## src/rtl/i2c_arb_pkg.sv

```systemverilog
// i2c_arb_pkg: shared types and constants for the I2C bus arbiter.
//   - arbiter FSM state type and its 2-bit encodings
//   - Avalon-MM register index constants
//   - CTRL and STATUS bit positions
package i2c_arb_pkg;

  typedef enum logic [1:0] {
    IDLE    = 2'd0,
    SETTLE  = 2'd1,
    OWN     = 2'd2,
    RELEASE = 2'd3
  } arb_state_e;

  localparam logic [1:0] ADDR_CTRL       = 2'd0;
  localparam logic [1:0] ADDR_STATUS     = 2'd1;
  localparam logic [1:0] ADDR_SWITCH_CNT = 2'd2;
  localparam logic [1:0] ADDR_CNT_CLR    = 2'd3;

  localparam int CTRL_LOCK_EN_BIT    = 0;
  localparam int CTRL_LOCK_OWNER_BIT = 1;

  localparam int STAT_GNT_LSB        = 0;
  localparam int STAT_STATE_LSB      = 2;
  localparam int STAT_TIMEOUT_BIT    = 4;
  localparam int STAT_LAST_OWNER_BIT = 5;

endpackage

```

## src/rtl/i2c_bus_free_detect.sv

```systemverilog
// i2c_bus_free_detect: counts consecutive cycles with SCL and SDA both high.
// The count saturates at IDLE_CYCLES; free is high while it sits there.
//   clk, reset_n : clock, async active-low reset
//   scl_in/sda_in: monitored bus levels
//   clr          : restart the count (used when the monitored bus changes)
//   free         : bus has been idle for IDLE_CYCLES cycles
module i2c_bus_free_detect #(
  parameter int IDLE_CYCLES = 64
) (
  input  logic clk,
  input  logic reset_n,
  input  logic scl_in,
  input  logic sda_in,
  input  logic clr,
  output logic free
);

  localparam int CW = $clog2(IDLE_CYCLES + 1);
  localparam logic [CW-1:0] CNT_MAX = CW'(IDLE_CYCLES);

  logic [CW-1:0] cnt;

  always_ff @(posedge clk or negedge reset_n) begin
    if (!reset_n) begin
      cnt <= '0;
    end else if (clr || !(scl_in && sda_in)) begin
      cnt <= '0;
    end else if (cnt != CNT_MAX) begin
      cnt <= cnt + CW'(1);
    end
  end

  assign free = (cnt == CNT_MAX);

endmodule

```

## src/rtl/i2c_bus_arbiter.sv

```systemverilog
// i2c_bus_arbiter: two-requester round-robin arbiter for a muxed I2C bus.
// A winner is selected onto the mux, the bus must then be seen idle for
// IDLE_CYCLES before the grant is issued; after release the bus must again
// be idle before the next arbitration.
//
// Ports:
//   clk, reset_n        : clock, async active-low reset
//   address, chipselect,
//   write_n, writedata,
//   readdata            : Avalon-MM slave (CTRL, STATUS, SWITCH_CNT, CNT_CLR)
//   req / gnt           : per-requester request / grant
//   scl_in, sda_in      : levels of the currently selected bus
//   sel                 : mux select, index of the owning requester
//
// Build option: define I2C_ARB_TIMEOUT_EN to add a grant-hold timeout
// (TIMEOUT_CYCLES) with sticky STATUS flag and requester lockout.
//
// state   | meaning
// IDLE    | no owner, arbitrate eligible requests
// SETTLE  | sel switched to winner, waiting for bus-free
// OWN     | gnt high for the owner
// RELEASE | grant dropped, waiting for bus-free before next arbitration
module i2c_bus_arbiter
  import i2c_arb_pkg::*;
#(
  parameter int IDLE_CYCLES    = 64,
  parameter int TIMEOUT_CYCLES = 65535
) (
  input  logic       clk,
  input  logic       reset_n,
  input  logic [1:0] address,
  input  logic       chipselect,
  input  logic       write_n,
  input  logic [7:0] writedata,
  output logic [7:0] readdata,
  input  logic [1:0] req,
  output logic [1:0] gnt,
  input  logic       scl_in,
  input  logic       sda_in,
  output logic       sel
);

  arb_state_e state, state_nxt;
  logic       sel_nxt, last_owner, last_nxt;
  logic [1:0] gnt_nxt;
  logic       lock_en, lock_owner;
  logic [7:0] switch_cnt;
  logic       timeout_flag;
  logic [1:0] lock_mask, blk_mask, elig;
  logic       winner, sel_chg, free, to_expire, wr_en;

  assign wr_en     = chipselect && !write_n;
  assign lock_mask = lock_en ? (lock_owner ? 2'b10 : 2'b01) : 2'b11;
  assign elig      = req & lock_mask & blk_mask;
  // On a tie the requester that did not own the bus last wins.
  assign winner    = (&elig) ? ~last_owner : elig[1];
  assign sel_chg   = (sel_nxt != sel);

  i2c_bus_free_detect #(.IDLE_CYCLES(IDLE_CYCLES)) u_free (
    .clk     (clk),
    .reset_n (reset_n),
    .scl_in  (scl_in),
    .sda_in  (sda_in),
    .clr     (sel_chg),
    .free    (free)
  );

`ifdef I2C_ARB_TIMEOUT_EN
  localparam int HW = $clog2(TIMEOUT_CYCLES + 1);
  logic [HW-1:0] hold_cnt;
  logic [1:0]    to_blk;
  logic          to_hit;
  logic          unused_cfg;

  // hold_cnt is 0 on the first OWN cycle, so gnt stays up TIMEOUT_CYCLES cycles.
  assign to_expire = (hold_cnt == HW'(TIMEOUT_CYCLES - 1));
  assign to_hit    = (state == OWN) && req[sel] && to_expire;
  assign blk_mask  = ~to_blk;
  assign unused_cfg = ^{writedata[7:5], writedata[3:2]};

  always_ff @(posedge clk or negedge reset_n) begin
    if (!reset_n) begin
      hold_cnt     <= '0;
      to_blk       <= '0;
      timeout_flag <= 1'b0;
    end else begin
      hold_cnt <= (state == OWN && state_nxt == OWN) ? hold_cnt + HW'(1) : '0;
      // Lockout lasts until the timed-out requester is seen with req low.
      to_blk   <= (to_blk & req) | ({2{to_hit}} & (sel ? 2'b10 : 2'b01));
      if (to_hit) begin
        timeout_flag <= 1'b1;
      end else if (wr_en && address == ADDR_STATUS && writedata[STAT_TIMEOUT_BIT]) begin
        timeout_flag <= 1'b0;
      end
    end
  end
`else
  logic unused_cfg;
  assign to_expire    = 1'b0;
  assign timeout_flag = 1'b0;
  assign blk_mask     = 2'b11;
  assign unused_cfg   = ^{writedata[7:2], (TIMEOUT_CYCLES != 0)};
`endif

  always_ff @(posedge clk or negedge reset_n) begin
    if (!reset_n) begin
      state      <= IDLE;
      sel        <= 1'b0;
      gnt        <= 2'b00;
      last_owner <= 1'b1;
    end else begin
      state      <= state_nxt;
      sel        <= sel_nxt;
      gnt        <= gnt_nxt;
      last_owner <= last_nxt;
    end
  end

  always_comb begin
    state_nxt = state;
    sel_nxt   = sel;
    gnt_nxt   = gnt;
    last_nxt  = last_owner;
    case (state)
      IDLE: begin
        if (|elig) begin
          sel_nxt   = winner;
          state_nxt = SETTLE;
        end
      end
      SETTLE: begin
        if (!req[sel]) begin
          state_nxt = IDLE;
        end else if (free) begin
          state_nxt = OWN;
          gnt_nxt   = sel ? 2'b10 : 2'b01;
        end
      end
      OWN: begin
        if (!req[sel] || to_expire) begin
          state_nxt = RELEASE;
          gnt_nxt   = 2'b00;
        end
      end
      RELEASE: begin
        if (free) begin
          state_nxt = IDLE;
          last_nxt  = sel;
        end
      end
      default: state_nxt = IDLE;
    endcase
  end

  always_ff @(posedge clk or negedge reset_n) begin
    if (!reset_n) begin
      lock_en    <= 1'b0;
      lock_owner <= 1'b0;
      switch_cnt <= 8'd0;
    end else begin
      if (wr_en && address == ADDR_CTRL) begin
        lock_en    <= writedata[CTRL_LOCK_EN_BIT];
        lock_owner <= writedata[CTRL_LOCK_OWNER_BIT];
      end
      // A clear write wins over a same-cycle select change.
      if (wr_en && address == ADDR_CNT_CLR) begin
        switch_cnt <= 8'd0;
      end else if (sel_chg) begin
        switch_cnt <= switch_cnt + 8'd1;
      end
    end
  end

  always_comb begin
    readdata = 8'h00;
    case (address)
      ADDR_CTRL:       readdata = {6'b0, lock_owner, lock_en};
      ADDR_STATUS:     readdata = {2'b0, last_owner, timeout_flag, state, gnt};
      ADDR_SWITCH_CNT: readdata = switch_cnt;
      default:         readdata = 8'h00;
    endcase
  end

endmodule

```

## config.mk

```make
export PLATFORM = sky130hd
export DESIGN_NAME = i2c_bus_arbiter
export DESIGN_NICKNAME = d
export VERILOG_FILES = /design/src/rtl/i2c_arb_pkg.sv /design/src/rtl/i2c_bus_free_detect.sv /design/src/rtl/i2c_bus_arbiter.sv
export SDC_FILE = /design/constraint.sdc
export NUM_CORES = 1
export LEC_CHECK = 0
export CAP_MARGIN = 20
export CORE_MARGIN = 1
export CORE_UTILIZATION = 45
export CTS_BUF_LIST = sky130_fd_sc_hd__clkbuf_2
export DETAILED_ROUTE_END_ITERATION = 7
export PLACE_DENSITY = 0.67
export SLEW_MARGIN = 25
export SYNTH_ARGS = -nofsm -noshare
export SYNTH_HDL_FRONTEND = slang
export SYNTH_SLANG_ARGS = --single-unit
```

## constraint.sdc

```tcl
create_clock -name clk -period 2.7 [get_ports clk]
set_input_delay 0.54 -clock clk [delete_from_list [all_inputs] [get_ports clk]]
set_output_delay 0.54 -clock clk [all_outputs]
set_load 0.05 [all_outputs]
```

==> metrics.md, run 1 <==
| Metric | Value |
|---|---|
| Diodes inserted | 0 |
| Cell chosen for the clock root | clkbuf_2 |
| CP Buf/Inv Count | 3 |
| Avg WL per Cell | 13.6 µm |
| Post-CTS Resized | 0 |
| Synth async-reset ratio | 100% |
| Port bufs | 22 |
| Via count | 1203 |
| Number of antenna violations at the first check in global routing | 0 |
| Grt ovf | 0 |
| Final WL | between 2 and 3 mm |
| Final hold vios | 0 |
| VDD IR max | between 200 and 250 µV |
| Switch Pwr | approximately 0.18 mW |
| Full die area | about 3400 µm² |
| CTS tree | built |
| Setup Skew | between 0.015 and 0.02 ns |
| Vias in the first global route | 1120 |
| Seq cells post-synth | 23 |
| Fin nets | slightly below 200 |
| CTS Buffer Depth | 2 |
| Overall power | roughly 0.64 mW |
| Netlist cell types | 43 |
| Leakage Power | 0.719 nW |
| Min-delay worst type | input port to async pin |
| Min cycle time layout | 2.36 ns |
| DRT iter0 DRCs | 36 |
| CP Max Fanout | 8 |
| FP Rows | 20 |
| Slew Limit Fails | 0 |
| Fill cell count | approximately 280 |
| Core Util, Final | 58.1% |
| Starting density of the core | 47.1% |
| Top FF cell, synth | dfrtp_1 |
| Clock transition at path regs | 0.23 ns |
| Max incr delay on CP | 0.56 ns |
| Sequential power share | roughly 60% |
| Largest net degree at the start of global routing | 24 |
| MaxCap Viol Count | 0 |
| Routed Antenna Nets | 0 |
| Status | complete, no violations |
| Post-Synthesis Cell Area | 1430 µm² |
| Cell Chain, Critical Path | clkdlybuf4s50_1 > nor2b_1 > buf_4 > nand2_1 > o21ai_0 > buf_12 |
| Synth top area share | 38.6% |
| Slew @ Worst Pin | 0.490 ns |
| Routability cong. | 0.807 |
| Average size of a mapped cell | roughly 9.6 µm² |
| Area grow syn2layout | 23.4% |
| Worst path top cell family by delay | buffers and inverters |
| Post-synthesis sequential area ratio | about two fifths |
| Fmax | roughly 0.42 GHz |
| Gr usage total | 20.0% |
| Setup TNS | 0 ns |
| Worst Path Required | 2.16 ns |
| Number of synthesized flops with an enable pin | 0 |
| Post-synth top area cell | dfrtp_1 |
| RSZ-0062 raised after global routing | false |
| Layout cell share with drive strength beyond 1 | 15.8% |
| Htree depth | 1 |
| Worst-Skew Late Latency | 0.33 ns |
| Core area | between 3000 and 4000 µm² |
| Power Dens Cells | 361 nW/µm² |
| Synth warn | 0 |
| CP Class | input port to output pin |
| Worst slew margin | 67.2% |
| Main area contributors after synthesis | dfrtp_1, mux2i_1, a21oi_1, nor2_1, nand2_1 |
| CP Capture Type | output pin |
| Sw frac | between 20 and 30% |
| First-pass GRT wire length | 5.10 mm |
| Number of buffers created by CTS | 3 |
| Die Height | 58.3 µm |
| Cells after Synth | 149 |
| Remaining DRCs | 0 |
| CP arrival | 1.82 ns |
| Final setup vio count | 0 |
| Postcts setup bufs | 0 |
| Post-synth net total | 170 |
| Post-DR vias/cell | 5.60 |
| Pint | 0.451 mW |
| Clock Sinks | 23 |
| Logic pwr share | 18.9% |
| CP max stage cell | clkdlybuf4s50_1 |
| I/O pins | 29 |
| Startpoint Class | input port |
| Final period utilization | between 80 and 90% |
| Post-DP HPWL | ~2.2 mm |
| Die X | 58.3 µm |
| DRT Pass-1 Iters | 4 |
| Cts hold-fix bufs | 0 |
| Clock network fraction of total power | 22.0% |
[area by class of cell]
type,instances,area (µm²),area share [%]
Clock buffer,3,15.0,0.854
Clock inverter,1,5.00,0.285
Inverter,2,7.51,0.427
Multi-Input combinational cell,114,753,42.8
Sequential cell,23,577,32.8
Tap cell,44,55.1,3.13
Timing Repair Buffer,28,345,19.6
[synthesized netlist by cell type, types with 2 or more instances]
master / number
mux2_2: 3
nor2_1: 13
and3_1: 2
o21ai_0: 7
mux2i_1: 6
inv_1: 2
ha_1: 3
nand2_1: 12
and2_1: 3
clkbuf_8: 2
a31oi_1: 4
a21oi_1: 10
nand4_1: 3
a22o_1: 3
dfrtp_1: 22
or4_1: 4
nand3_1: 7
xnor2_1: 2
nor2b_1: 3
o31ai_1: 4
xor2_1: 5
a31o_2: 3
buf_6: 3
clkbuf_1: 3
o211ai_1: 2
[path summary, 6_finish.rpt]
path	from	to	slack (ns)	depth (start not counted)
max in group asynchronous	reset_n	last_owner$_DFFE_PN1P_	1.87	2
min in group clk	switch_cnt[7]$_DFFE_PN0P_	switch_cnt[7]$_DFFE_PN0P_	0.56	2
setup reg to reg	sel$_DFF_PN0_	switch_cnt[6]$_DFFE_PN0P_	0.63	4
setup / recovery	address[1]	readdata[1]	0.34	6
hold reg to reg	switch_cnt[7]$_DFFE_PN0P_	switch_cnt[7]$_DFFE_PN0P_	0.56	2
hold / removal	reset_n	switch_cnt[3]$_DFFE_PN0P_	0.53	2
[state kept, by name (all words and copies together), names as in the netlist, named ones only]
signal,cells
sel,1
lock_en,1
last_owner,1
u_free.cnt,7
state,1
gnt,2
lock_owner,1
switch_cnt,8
[cell usage in the layout (no fill, tap or decap), drive strengths merged, types with 2 or more instances in the layout]
| cell | n |
|---|---|
| a31oi | 4 |
| a22o | 3 |
| mux2i | 6 |
| nand3 | 7 |
| xnor2 | 2 |
| nand4 | 3 |
| a31o | 3 |
| and2 | 4 |
| xor2 | 5 |
| o31ai | 4 |
| buf | 14 |
| o21ai | 7 |
| nor2b | 3 |
| nand2 | 12 |
| mux2 | 3 |
| clkbuf | 3 |
| clkdlybuf4s50 | 14 |
| o211ai | 2 |
| ha | 3 |
| inv | 2 |
| nor2 | 13 |
| and3 | 2 |
| or4 | 4 |
| dfrtp | 22 |
| a21oi | 10 |
[metal layers]
metal / share of wire (%) / routed length (µm) / global-route usage, %
met3: 3.6 / 105 / 4.02
met4: 1.1 / 31 / 7.82
met5: 0 / 0 / 0
met1: 46 / 1340 / 25.2
met2: 50 / 1460 / 33.7
[power groups by stage]
stage	Clock (mW)	Sequential (mW)	Combinational (mW)
floorplan	0	0.372	0.0763
detailed placement	0	0.382	0.121
CTS	0.148	0.376	0.121
global placement	0	0.380	0.118
global route	0.162	0.379	0.131
finish	0.140	0.376	0.120
[worst register-to-register path, delay by kind of cell (launching register included)]
| kind | cells | cell delay, ns |
|---|---|---|
| AO/OA/AOI/OAI | 2 | 0.74 |
| AND/OR/NAND/NOR | 1 | 0.56 |
| flip-flops | 1 | 0.55 |
| XOR/XNOR | 1 | 0.19 |
[stage by stage]
stage	instances	hold slack [ns]	setup slack (ns)	area, µm²
after global placement	211	0.529	0.254	1740
after floorplan	149	0.244	0.192	1430
after global routing	215	0.527	0.217	1760
final	215	0.531	0.337	1760
after CTS	215	0.527	0.332	1760
after detailed placement	211	0.543	0.231	1740
[logic make-up after synthesis]
| family | after synthesis | share of synthesized area, % |
|---|---|---|
| flops | 23 | 40.5 |
| buf+inv | 12 | 6.67 |
| fa+ha+maj | 3 | 2.63 |
| simple gates | 56 | 21.1 |
| xor+xnor | 7 | 4.30 |
| mux | 9 | 6.58 |
| compound gates | 39 | 18.3 |
Power figures use the tool's default switching activity.
==> inputs of run 2 (changes only) <==
--- a/config.mk
+++ b/config.mk
@@ -8,7 +8,6 @@
 export CAP_MARGIN = 20
 export CORE_MARGIN = 1
 export CORE_UTILIZATION = 45
-export CTS_BUF_LIST = sky130_fd_sc_hd__clkbuf_2
 export DETAILED_ROUTE_END_ITERATION = 7
 export PLACE_DENSITY = 0.67
 export SLEW_MARGIN = 25
==> constraint.sdc (replaced) <==
create_clock -name clk -period 2.7 [get_ports clk]
set_input_delay 0.54 -clock clk [delete_from_list [all_inputs] [get_ports clk]]
set_output_delay 0.54 -clock clk [all_outputs]
set_load 0.02 [all_outputs]
==> run 2 against run 1 <==
Sequential cell count unchanged. Global-route usage about the same. Hold slack improved by 0.025 ns. Die area unchanged. Setup slack worse by 0.24 ns. Cell count is 0.93% higher. Via count fell by 1.2%. Power fell by 0.59%. Largest cell class unchanged. Largest power group unchanged.
==> metrics.md, run 2 (synthesized netlist as in run 1, its figures left out) <==
| Metric | Value |
|---|---|
| Diodes inserted | 0 (unchanged) |
| Number of antenna violations at the first check in global routing | 0 (unchanged) |
| Routed Antenna Nets | 0 (unchanged) |
| Placed Instances | 213 (+0.95%) |
| Core Util, Final | 56.4% (-1.7 points) |
| Via count | 1188 (-1.2%) |
| Avg WL per Cell | 13.6 µm (-0.52%) |
| Final setup vio count | 0 (unchanged) |
| VDD IR max | 238 µV (+4.5%) |
| Setup TNS | 0 ns (unchanged) |
| Worst slew margin | 68.3% (+1.1 points) |
| Slew @ Worst Pin | 0.471 ns (-0.0189 ns) |
| Final hold vios | 0 (unchanged) |
| Core area | 3030 µm² (unchanged) |
| CP Class | input port to output pin |
| Starting density of the core | 47.1% (unchanged) |
| Layout cell share with drive strength beyond 1 | 12.1% (-3.7 points) |
| CP Capture Type | output pin |
| Fmax | 0.384 GHz (-9.3%) |
| Htree depth | 1 (unchanged) |
| Largest net degree at the start of global routing | 24 (unchanged) |
| Max reg flops | 8 (unchanged) |
| Leakage Power | 0.738 nW (+2.7%) |
| Status | complete, no violations |
| Clock transition at path regs | 0.13 ns (-0.10 ns) |
| WP depth | 5 (-1) |
| Worst path top cell family by delay | buffers and inverters |
| Postcts setup bufs | 0 (unchanged) |
| Die X | 58.3 µm (unchanged) |
| MaxCap Viol Count | 0 (unchanged) |
| Final Cell Area | 1710 µm² (-2.8%) |
| CTS Buffer Depth | 2 (unchanged) |
| Remaining DRCs | 0 (unchanged) |
| Slew Limit Fails | 0 (unchanged) |
| Startpoint Class | input port |
| Most flops, register | switch_cnt |
| CTS tree | built |
| Power Dens Cells | 370 nW/µm² (+2.3%) |
| Final WL | 2.95 mm (+0.41%) |
| Sw frac | 26.6% (-2.4 points) |
| Area after DPL | 1670 µm² (-3.7%) |
| Worst-Skew Late Latency | 0.31 ns (-0.02 ns) |
| I/O pins | 29 (unchanged) |
| Min cycle time layout | 2.61 ns (+0.243 ns) |
| Post-DR vias/cell | 5.47 (-2.2%) |
| Cts hold-fix bufs | 0 (unchanged) |
| Clock Sinks | 23 (unchanged) |
| Area grow syn2layout | 19.8% |
| Hold_ws | 0.556 ns (+0.0253 ns) |
| Min-delay worst type | flop to flop |
| Port bufs | 22 (unchanged) |
| Hold path depth | 2 |
| RSZ-0062 raised after global routing | false |
| Full die area | 3400 µm² (unchanged) |
| Vias in the first global route | 1157 (+3.3%) |
| Die Height | 58.3 µm (unchanged) |
| Most frequent cells in the layout | dfrtp_1, clkdlybuf4s50_1, nor2_1 |
| Switch Pwr | 0.168 mW (-8.8%) |
| Commonest non-fill, non-tap cell in the layout | dfrtp_1 |
| Worst Path Required | 2.16 ns (about the same) |
| Post-DP HPWL | 2.13 mm (-1.6%) |
| Cell Count, Final, Fillers Out | 217 (+0.93%) |
| Final period utilization | 96.5% (+9.0 points) |
| Cell Chain, Critical Path | clkdlybuf4s50_1 > nor2b_1 > buf_4 > a22o_1 > clkdlybuf4s50_1 |
| CP Buf/Inv Count | 3 (unchanged) |
| Fin nets | 195 (+1.0%) |
| Pint | 0.463 mW (+2.8%) |
| CP max stage cell | clkdlybuf4s50_1 |
| Setup Skew | 0.00668 ns (-0.00909 ns) |
| Cell chosen for the clock root | clkbuf_4 |
| FP Rows | 20 (unchanged) |
| Logic pwr share | 15.5% (-3.4 points) |
| CP arrival | 2.07 ns (+0.25 ns) |
| Routability cong. | 0.775 (-4.0%) |
| CP Max Fanout | 8 (unchanged) |
| Clock network fraction of total power | 25.2% (+3.2 points) |
| Max incr delay on CP | 0.60 ns (+0.04 ns) |
| Grt ovf | 0 (unchanged) |
| Fill cell count | 289 (+2.1%) |
| Crit-path most repeated cell | clkdlybuf4s50_1 |
| DRT Pass-1 Iters | 4 (unchanged) |
| Number of buffers created by CTS | 3 (unchanged) |
| DRT iter0 DRCs | 37 (+2.8%) |
| Reg2Reg Depth | 4 (unchanged) |
| Gr usage total | 20.0% (+0.038 points) |
| First-pass GRT wire length | 5.22 mm (+2.3%) |
| Top flop regs | switch_cnt (8), u_free.cnt (7), gnt (2) |
| Sequential power share | 59.3% (+0.2 points) |
run 2: cell types whose count changed in the layout (fill, tap and decap cells not counted), sizes merged:
cell	before	now
clkdlybuf4s50	14	19
buf	14	8
dlymetal6s2s	0	3
run 2: routing by layer:
layer,GRT usage (%),vias to the layer above,part of all wire (%)
li1,-,601,-
met1,26.3,560,48
met2,34.2,25,47
met3,3.13,2,4.6
met4,5.78,0,0.54
met5,0,-,0
run 2: path summary, 6_finish.rpt:
check	slack [ns]	endpoint	startpoint
max in group asynchronous	1.83	last_owner$_DFFE_PN1P_	reset_n
min reg2reg	0.56	switch_cnt[7]$_DFFE_PN0P_	switch_cnt[7]$_DFFE_PN0P_
max	0.09	readdata[5]	address[1]
min in group asynchronous	0.57	u_free.cnt[3]$_DFFE_PN0P_	reset_n
min	0.56	switch_cnt[7]$_DFFE_PN0P_	switch_cnt[7]$_DFFE_PN0P_
max reg2reg	0.60	switch_cnt[6]$_DFFE_PN0P_	sel$_DFF_PN0_
run 2: area by class of cell:
cell class / instances / area [µm²] / share of cell area (%)
Clock inverter: 1 / 5.00 / 0.293
Inverter: 2 / 7.51 / 0.440
Multi-Input combinational cell: 114 / 753 / 44.1
Sequential cell: 23 / 577 / 33.8
Timing Repair Buffer: 30 / 288 / 16.8
Tap cell: 44 / 55.1 / 3.22
Clock buffer: 3 / 22.5 / 1.32
run 2: tightest hold or removal path, cell delays in order (launching register included):
cell and delay (ns):
dfrtp_1 0.41, o31ai_1 0.07, a21oi_1 0.06
run 2: stage by stage:
| step | power, mW | worst slack, ns |
|---|---|---|
| 2_1_floorplan | 0.437 | 0.668 |
| 3_3_place_gp | 0.477 | 0.0747 |
| 6_report | 0.631 | 0.0936 |
| 5_1_grt | 0.669 | 0.00272 |
| 4_1_cts | 0.645 | 0.0667 |
| 3_5_place_dp | 0.480 | 0.0711 |
run 2: power groups by stage:
stage / logic (mW) / registers, mW / clock network [mW]
detailed placement: 0.0994 / 0.381 / 0
global placement: 0.0968 / 0.380 / 0
global route: 0.110 / 0.378 / 0.182
floorplan: 0.0656 / 0.371 / 0
CTS: 0.0999 / 0.374 / 0.170
finish: 0.0979 / 0.375 / 0.159
run 2: timing repair:
action,4_1_cts,5_1_grt
endpoints found under the setup margin,0,3
hold endpoints to repair,0,0
gates resized for setup,0,3
